`src/rtl/ppheavy_pkg.sv`:
```
// ppheavy_pkg: shared state encoding and default widths for the prepolarization pulse sequencer
package ppheavy_pkg;
  localparam int ON_W_DEF = 16;
  localparam int DT_W_DEF = 8;
  typedef enum logic [2:0] {
    IDLE  = 3'd0,
    DEAD1 = 3'd1,
    ON    = 3'd2,
    DEAD2 = 3'd3,
    DIS   = 3'd4
  } state_t;
endpackage

```
`src/rtl/ppheavy_tick_cnt.sv`:
```
// ppheavy_tick_cnt: loadable down-counter that holds at zero, with zero and reaching-zero flags
import ppheavy_pkg::*;
module ppheavy_tick_cnt #(
  parameter int ON_W = ON_W_DEF
) (
  input  logic            clk_sys,
  input  logic            rst,
  input  logic            load,
  input  logic            en,
  input  logic [ON_W-1:0] val,
  output logic            zero,
  output logic            hit
);
  logic [ON_W-1:0] cnt;
  // load wins over counting; an enabled count stops at zero instead of wrapping
  always_ff @(posedge clk_sys or posedge rst)
    if (rst) cnt <= '0;
    else if (load) cnt <= val;
    else if (en && !zero) cnt <= cnt - 1'b1;
  assign zero = cnt == '0;
  assign hit  = en && cnt == ON_W'(1);
endmodule

```
`src/rtl/ppheavy_pulse_seq.sv`:
```
// ppheavy_pulse_seq: break-before-make prepolarization sequence (dead, on, dead, discharge, done)
import ppheavy_pkg::*;
module ppheavy_pulse_seq #(
  parameter int ON_W = ON_W_DEF,
  parameter int DT_W = DT_W_DEF
) (
  input  logic            clk_sys,
  input  logic            rst,
  input  logic            start,
  input  logic            tick_10k,
  input  logic            abort,
  input  logic [ON_W-1:0] on_time,
  input  logic [ON_W-1:0] dis_time,
  input  logic [DT_W-1:0] dead_time,
  output logic            pp_sw_on,
  output logic            pp_dis_on,
  output logic            busy,
  output logic            done,
  output logic            err_overlap
);
  state_t          state, nxt;
  logic [ON_W-1:0] on_lat, dis_lat, t_val;
  logic [DT_W-1:0] dt_lat, d_val;
  logic            t_load, d_load, t_zero, t_hit, d_zero, d_hit, d_end, t_end;
  // dead phase ends on its last counted cycle; a zero load ends it after one cycle
  assign d_end = d_hit || d_zero;
  assign d_val = (state == IDLE) ? dead_time : dt_lat;
  // tick count after this edge is zero: DIS then becomes the done cycle with the switch off
  assign t_end = t_load ? (t_val == '0) : (t_zero || t_hit);
  ppheavy_tick_cnt #(.ON_W(ON_W)) u_tick (
    .clk_sys(clk_sys), .rst(rst), .load(t_load), .en(tick_10k),
    .val(t_val), .zero(t_zero), .hit(t_hit)
  );
  ppheavy_tick_cnt #(.ON_W(DT_W)) u_dead (
    .clk_sys(clk_sys), .rst(rst), .load(d_load), .en(1'b1),
    .val(d_val), .zero(d_zero), .hit(d_hit)
  );
  // next state and counter loads; abort in DEAD1 goes to a zero-length DIS so done still pulses
  always_comb begin
    nxt    = state;
    t_load = 1'b0;
    t_val  = on_lat;
    d_load = 1'b0;
    case (state)
      IDLE:
        if (start && !abort) begin
          nxt    = DEAD1;
          d_load = 1'b1;
        end
      DEAD1:
        if (abort) begin
          nxt    = DIS;
          t_load = 1'b1;
          t_val  = '0;
        end else if (d_end && on_lat == '0) begin
          nxt    = DEAD2;
          d_load = 1'b1;
        end else if (d_end) begin
          nxt    = ON;
          t_load = 1'b1;
        end
      ON:
        if (abort || t_hit) begin
          nxt    = DEAD2;
          d_load = 1'b1;
        end
      DEAD2:
        if (d_end) begin
          nxt    = DIS;
          t_load = 1'b1;
          t_val  = dis_lat;
        end
      DIS:     nxt = t_zero ? IDLE : DIS;
      default: nxt = IDLE;
    endcase
  end
  // state and registered outputs, all derived from the next state
  always_ff @(posedge clk_sys or posedge rst)
    if (rst) begin
      state       <= IDLE;
      pp_sw_on    <= 1'b0;
      pp_dis_on   <= 1'b0;
      busy        <= 1'b0;
      done        <= 1'b0;
      err_overlap <= 1'b0;
    end else begin
      state       <= nxt;
      pp_sw_on    <= nxt == ON;
      pp_dis_on   <= nxt == DIS && !t_end;
      done        <= nxt == DIS && t_end;
      busy        <= nxt != IDLE;
      err_overlap <= err_overlap || (start && state != IDLE);
    end
  // configuration captured on an accepted start so later changes do not disturb the run
  always_ff @(posedge clk_sys or posedge rst)
    if (rst) begin
      on_lat  <= '0;
      dis_lat <= '0;
      dt_lat  <= '0;
    end else if (state == IDLE && start && !abort) begin
      on_lat  <= on_time;
      dis_lat <= dis_time;
      dt_lat  <= dead_time;
    end
endmodule

```
`config.mk`:
```
export PLATFORM = sky130hd
export DESIGN_NAME = ppheavy_pulse_seq
export DESIGN_NICKNAME = d
export VERILOG_FILES = /design/src/rtl/ppheavy_pkg.sv /design/src/rtl/ppheavy_tick_cnt.sv /design/src/rtl/ppheavy_pulse_seq.sv
export SDC_FILE = /design/constraint.sdc
export NUM_CORES = 1
export LEC_CHECK = 0
export ABC_AREA = 1
export BUFFER_PORTS_ARGS = -buffer_cell sky130_fd_sc_hd__buf_2
export CAP_MARGIN = 20
export CORE_MARGIN = 3
export CORE_UTILIZATION = 34
export DETAILED_ROUTE_END_ITERATION = 6
export GPL_ROUTABILITY_DRIVEN = 1
export PLACE_DENSITY = 0.54
export REMOVE_ABC_BUFFERS = 1
export SETUP_SLACK_MARGIN = 0.2
export SYNTH_ARGS = -nofsm -noshare
export SYNTH_HDL_FRONTEND = slang
export SYNTH_SLANG_ARGS = --single-unit
```
`constraint.sdc`:
```
create_clock -name clk_sys -period 5.57 [get_ports clk_sys]
set_clock_uncertainty 0.15 [all_clocks]
set_input_delay 0.557 -clock clk_sys [delete_from_list [all_inputs] [get_ports clk_sys]]
set_output_delay 0.557 -clock clk_sys [all_outputs]
set_load 0.05 [all_outputs]
```
# After elaboration in Yosys (flattened, before gate mapping)
# Cells that the tools add are included.
# word_totals
ff_bits,72
latch_bits,0
ramBits,0
rom_bits,0
output_inout_bits,5
wordCells,72
n_memories,0
# op_classes
n_addsub,2
multipliers,0
div_mod_pow,0
n_lt_le_gt_ge,0
n_eq_ne,9
shifts,0
n_mux,26
n_bitwise,0
reduce_logical,24
# ops
cell,count
16-bit two-way mux,4
16-bit zero test,3
16-bit one-hot mux with 2 select lines,1
8-bit two-way mux,3
3-bit two-way mux,7
16-bit by 1-bit equality test with 1-bit output (second input constant),1
16-bit by 1-bit subtractor with 16-bit output (second input constant),1
3-bit one-hot mux with 5 select lines,1
3-bit by 2-bit equality test with 1-bit output (second input constant),3
1-bit logical AND,9
8-bit by 1-bit equality test with 1-bit output (second input constant),1
8-bit zero test,1
1-bit two-way mux,8
8-bit by 1-bit subtractor with 8-bit output (second input constant),1
3-bit equality test (second input constant),2
3-bit nonzero test,2
1-bit logical OR,4
3-bit by 1-bit equality test with 1-bit output (second input constant),1
1-bit zero test,3
3-bit zero test,1
1-bit one-hot mux with 3 select lines,1
2-bit != test (second input constant),1
1-bit one-hot mux with 2 select lines,1
2-bit nonzero test,1

# Logic depth before layout (Yosys ltp)
# logic_depth
ltp_word,9
ltp_mapped,15
mapped_depth_nobuf,14

# By module
# Synthesis repeated with hierarchy kept, for this count alone.
# unflattened
hier_cells,601
hier_area_um2,4267.8
# modules_own_cells
mod,n_inst,cells_each,area_each_um2
ppheavy_pulse_seq,1,316,2383.5
ppheavy_tick_cnt at u_tick,1,195,1260.0
ppheavy_tick_cnt at u_dead,1,90,624.3

# Least setup slack after synthesis
# Ideal clock, no wire load.
# synth_path
path_type,register -> register
startpoint,register u_dead.cnt[0]
endpoint,register pp_dis_on
setup_time_ns,0.128
arrival_time_ns,1.713
t_required_ns,5.292
path_slack_ns,3.580
stages_incl_launch_ff,14
n_path_buf,0
period_less_slack_ns,1.990
cell_sequence,dfrtp_1 inv_1 ha_1 nor2_1 nor2_2 nand2_2 nor2_8 nor2_4 nand2_4 nand3_1 nor2_2 nand3_2 nand2_1 nor2_1
# synth_via
elab_chain_len,9
elab_cells_between_ends,20
# synth_rtl
item,line,text
from (decl),ppheavy_tick_cnt.sv:14,logic [ON_W-1:0] cnt;
from (signal assigned),ppheavy_tick_cnt.sv:18,else if (load) cnt <= val;
from (signal assigned),ppheavy_tick_cnt.sv:19,else if (en && !zero) cnt <= cnt - 1'b1;
8-bit by 1-bit equality test with 1-bit output or 8-bit zero test (tied branches),"ppheavy_tick_cnt.sv:21, ppheavy_tick_cnt.sv:20",
1-bit logical OR (*),ppheavy_pulse_seq.sv:26,assign d_end = d_hit || d_zero;
"parallel branches: the longest is 6 deep, another holds 3-bit one-hot mux with 5 select lines",--,
1-bit logical AND (*),ppheavy_pulse_seq.sv:89,pp_dis_on <= nxt == DIS && !t_end;
to (signal assigned),ppheavy_pulse_seq.sv:89,
to (decl),ppheavy_pulse_seq.sv:16,"output logic pp_dis_on,"
# Every way passes the cells marked *.
# A chain may end at the register's enable or synchronous reset.

# Worst setup path after layout
# layout_path
startpoint,register state[0]
endpoint,register pp_sw_on
# layout_via
elab_chain_len,5
elab_cells_between_ends,13
# layout_rtl
item,line,text
from (decl),ppheavy_pulse_seq.sv:21,"state_t state, nxt;"
from (signal assigned),ppheavy_pulse_seq.sv:87,state <= nxt;
3-bit two-way mux,ppheavy_pulse_seq.sv:58,end else if (d_end) begin
3-bit two-way mux,ppheavy_pulse_seq.sv:55,end else if (d_end && on_lat == '0) begin
3-bit two-way mux,ppheavy_pulse_seq.sv:51,if (abort) begin
3-bit one-hot mux with 5 select lines (*),ppheavy_pulse_seq.sv:44,case (state)
via nxt[0],ppheavy_pulse_seq.sv:21,
3-bit by 2-bit equality test with 1-bit output (*),ppheavy_pulse_seq.sv:88,pp_sw_on <= nxt == ON;
to (signal assigned),ppheavy_pulse_seq.sv:81,pp_sw_on <= 1'b0;
to (signal assigned),ppheavy_pulse_seq.sv:88,
to (decl),ppheavy_pulse_seq.sv:15,"output logic pp_sw_on,"
# Mark *: on every way through the listed nets, which the timed path passes. The rest lies on a longest branch.

==> summary by stage <==
Status
The run finished with clean final reports.

Worst setup path
The critical path startpoint category is a flop. The critical path goes through nor2_1 > nand2_1 > nor3_4 > buf_4 > a31oi_2 > nand2_2 > inv_2 > nand2_1 > nor2_1. The largest individual stage delay along the critical path comes from the cell dfrtp_1.

In this design, the stage delay of the slowest critical-path cell is about 420 ps. The kind of critical path is flop to flop. STA classifies the critical path endpoint as a flop. The number of buffer and inverter instances along the worst setup path is 2.

The top fanout value on the critical path is 38. STA puts the critical path data arrival time at between 2000 and 3000 ps. The worst register-to-register path has a setup slack of around 3000 ps. For the worst setup path, the data required time is ~5600 ps. In this design, the largest share of critical-path delay is due to simple AND/OR/NAND/NOR gates.

Die
The core area is roughly 12000 um2. For this design the top-level I/O count stands at 50. The floorplan has 39 rows. The die width is between 100 and 150 um. For this configuration, the core starts out at a cell density of a little over a third.

Measured along the y axis, the die boundary spans about 120 um. The die covers 13500 um2.

Layout
0 antenna diodes ended up in the layout. After filler insertion, the fill cell instance count of the layout stands at 1215. The ratio of cells with drive above 1 in the final layout is around a fifth. The area occupied by multi-input gates is approximately 2100 um2. From synthesis to final layout, the design area changed by 15.3%. The final layout contains between 600 and 700 nets. With fillers left out, the area of the finished cells amounts to roughly 4800 um2. The final non-filler cell total is 730. Registers take 1800 um2.

The share of the core filled with cells in the final layout is between 40% and 50%.

GRT
The number of antenna violations at the first check in global routing is 0. The first global-routing pass estimated ~16000 um of wire. Entering global routing, the biggest net connects 73 pins. The number of global-route vias before repair is between 3000 and 4000. After global routing the overflow that remains totals 0.

The total track usage is between 15 and 20%.

Placement
The post-detailed-placement cell area is roughly 4500 um2. Detailed placement finished with a half-perimeter wire length of 7300 um. The last weighted congestion value of the routability-driven placer is between 0.7 and 0.8. The number of placed instances, taps included is around 700. Port buffering added 49 buffers.

Clock network
The source-to-sink clock delay at the later pin of the worst-skew pair is ~330 ps. CTS saw 72 sinks. TritonCTS built the clock tree.

Counting along the longest clock path gives a buffer depth of 2. The number of gates resized after CTS was 0. The tree is rooted in a clkbuf_16. Buffers added to address setup during post-CTS repair amount to 0. CTS built an H-tree with a depth of 3.

Clock-pin slew was measured on the worst setup and hold paths at about 60 ps. Hold repair after CTS inserted 0 buffers. The CTS buffer count is 9.

Drt
The number of remaining DRC errors is 0. The violation count after the first detailed-route iteration is about 200. The post-detailed-route wirelength per cell is 13.6 um. The detail route stage leaves a number of antenna-violating nets equal to 0. The final wirelength is approximately 9900 um. The iteration count of the initial detailed-routing pass is 4. Dividing the detail-routed via count by the number of cells gives ~4.7.

Summing over every cut layer, the via total after detailed routing is between 3000 and 4000.

STA
The final max-slew violation count is 0. The slew at the pin closest to its max-slew limit is between 900 and 1000 ps. Setup violations remaining at the end of the flow were counted as 0. The final critical-path share of the clock period is a little under half.

The relative max-transition margin is between 30% and 40%. The highest clock rate is 387 MHz. The setup total negative slack is 0 ps. The count of endpoints failing hold in the final timing report came to 0.

The clock period could shrink to between 2000 and 3000 ps. Hold timing on the final database bottoms out at a slack of ~280 ps. Setup repair after global routing left no endpoint under its margin.

Yosys
The dominant synthesized flop cell is dfrtp_1. Counting flops with an async set or reset pin after synthesis yields a share of 100%. The register bit count reported by yosys is 72.

The count of distinct cell types in the synthesized netlist is 34. The post-synthesis instance total is around 540. The share of the Yosys chip area taken by registers is roughly 44%.

During synthesis, Yosys emitted a total of 0 warnings. The total standard cell area after synthesis is 4130 um2. The number of synthesized flops with an enable pin is 0.

Each instance of the synthesized netlist takes up on average about 7.7 um2.

Pwr
In this run the static leakage power is 2.41 nW. The maximum resistive drop on vdd is ~210 uV. The power density normalized to cell area is about 530 nW/um2.

Hold path
The min-delay analysis places its worst path in the category primary input to flop.

Flow run
The max-capacitance violation count is 0.
## stage by stage
stage / setup slack, ps / total power [mW]
floorplan: 2530 / 1.72
global placement: 3010 / 1.96
detailed placement: 2980 / 1.99
CTS: 2960 / 2.55
finish: 2980 / 2.53
global route: 2690 / 2.75
## cells by family (layout without fill, tap and decap cells)
| family | Yosys count | count (layout) | synth area share [%] |
|---|---|---|---|
| xor gates and xnor gates | 19 | 19 | 4.03 |
| buffers and inverters | 60 | 112 | 6.73 |
| adders and majority gates | 6 | 6 | 1.82 |
| DFF | 72 | 72 | 43.6 |
| AOI/OAI and AO/OA | 44 | 44 | 6.30 |
| and+or+nand+nor | 334 | 334 | 37.5 |
## layout by cell type, fill, tap and decap left out, types with 2 or more instances in the layout
master      instances
nand2_1           212
dfrtp_1            72
buf_2              49
nor2_1             40
nand3_1            31
inv_1              30
o21ai_0            17
inv_2              15
xor2_1             10
xnor2_1             9
o211ai_1            9
o21ai_1             9
clkbuf_16           9
nor2_2              8
nand2_2             8
nand3_2             7
nand4_1             6
nor3_1              6
ha_1                6
nor2_4              5
a21oi_1             5
nand2_4             3
clkinvlp_4          3
clkbuf_8            3
nor2_8              2
buf_4               2
## synth_stat cells, types with 6 or more instances
cell	number	area [um2]
ha_1	6	75.1
nor2_2	8	50.1
o21ai_0	17	85.1
o21ai_1	9	45.0
xnor2_1	9	78.8
inv_2	14	52.6
buf_2	9	45.0
nor3_1	6	30.0
nand3_2	7	70.1
nor2_1	40	150
xor2_1	10	87.6
nand4_1	6	37.5
nand2_1	212	796
nand3_1	31	155
inv_1	31	116
o211ai_1	9	67.6
nand2_2	8	50.1
dfrtp_1	72	1800
## worst min-delay path, cell delays in order
cell and delay, ps:
buf_2 70, nand2_1 40, nand2_1 50
## layer usage
metal	track usage (%)	part of all wire [%]	wire length, um	up-vias
li1	-	-	-	1784
met1	22.3	51	5050	1616
met2	23.7	45	4470	49
met3	3.26	3.2	319	5
met4	4.41	0.80	79	0
met5	0	0	0	-
## registers in the layout, summed over array words and instances (netlist names)
signal and count:
dis_lat 16, on_lat 16, u_tick.cnt 16, dt_lat 8, u_dead.cnt 8, state 3
busy 1, done 1, err_overlap 1, pp_dis_on 1, pp_sw_on 1
## report_power, final
part | internal, mW | switching [mW]
logic | 0.371 | 0.655
clock network | 0.337 | 0.215
registers | 0.756 | 0.193
total | 1.46 | 1.06
## path summary, 6_finish.rpt
| path | startpoint | cells after the start | to |
|---|---|---|---|
| setup / recovery | state[0] | 9 | pp_sw_on |
| hold / removal | dis_time[8] | 3 | dis_lat[8] |
| setup reg to reg | state[0] | 9 | pp_sw_on |
| hold reg to reg | err_overlap | 1 | err_overlap |
| max in group asynchronous | rst | 3 | u_dead.cnt[2] |
| min in group asynchronous | rst | 3 | dis_lat[1] |
## area by class of cell
class                   count  area share, %
multi-input cells         403           43.2
flip-flops and latches     72           37.9
clock buffers              12           5.60
repair buffers             51           5.47
well taps                 143           3.76
inverters                  45           3.55
clock inverters             4          0.578
No activity file was read; power rests on OpenSTA's default activity.
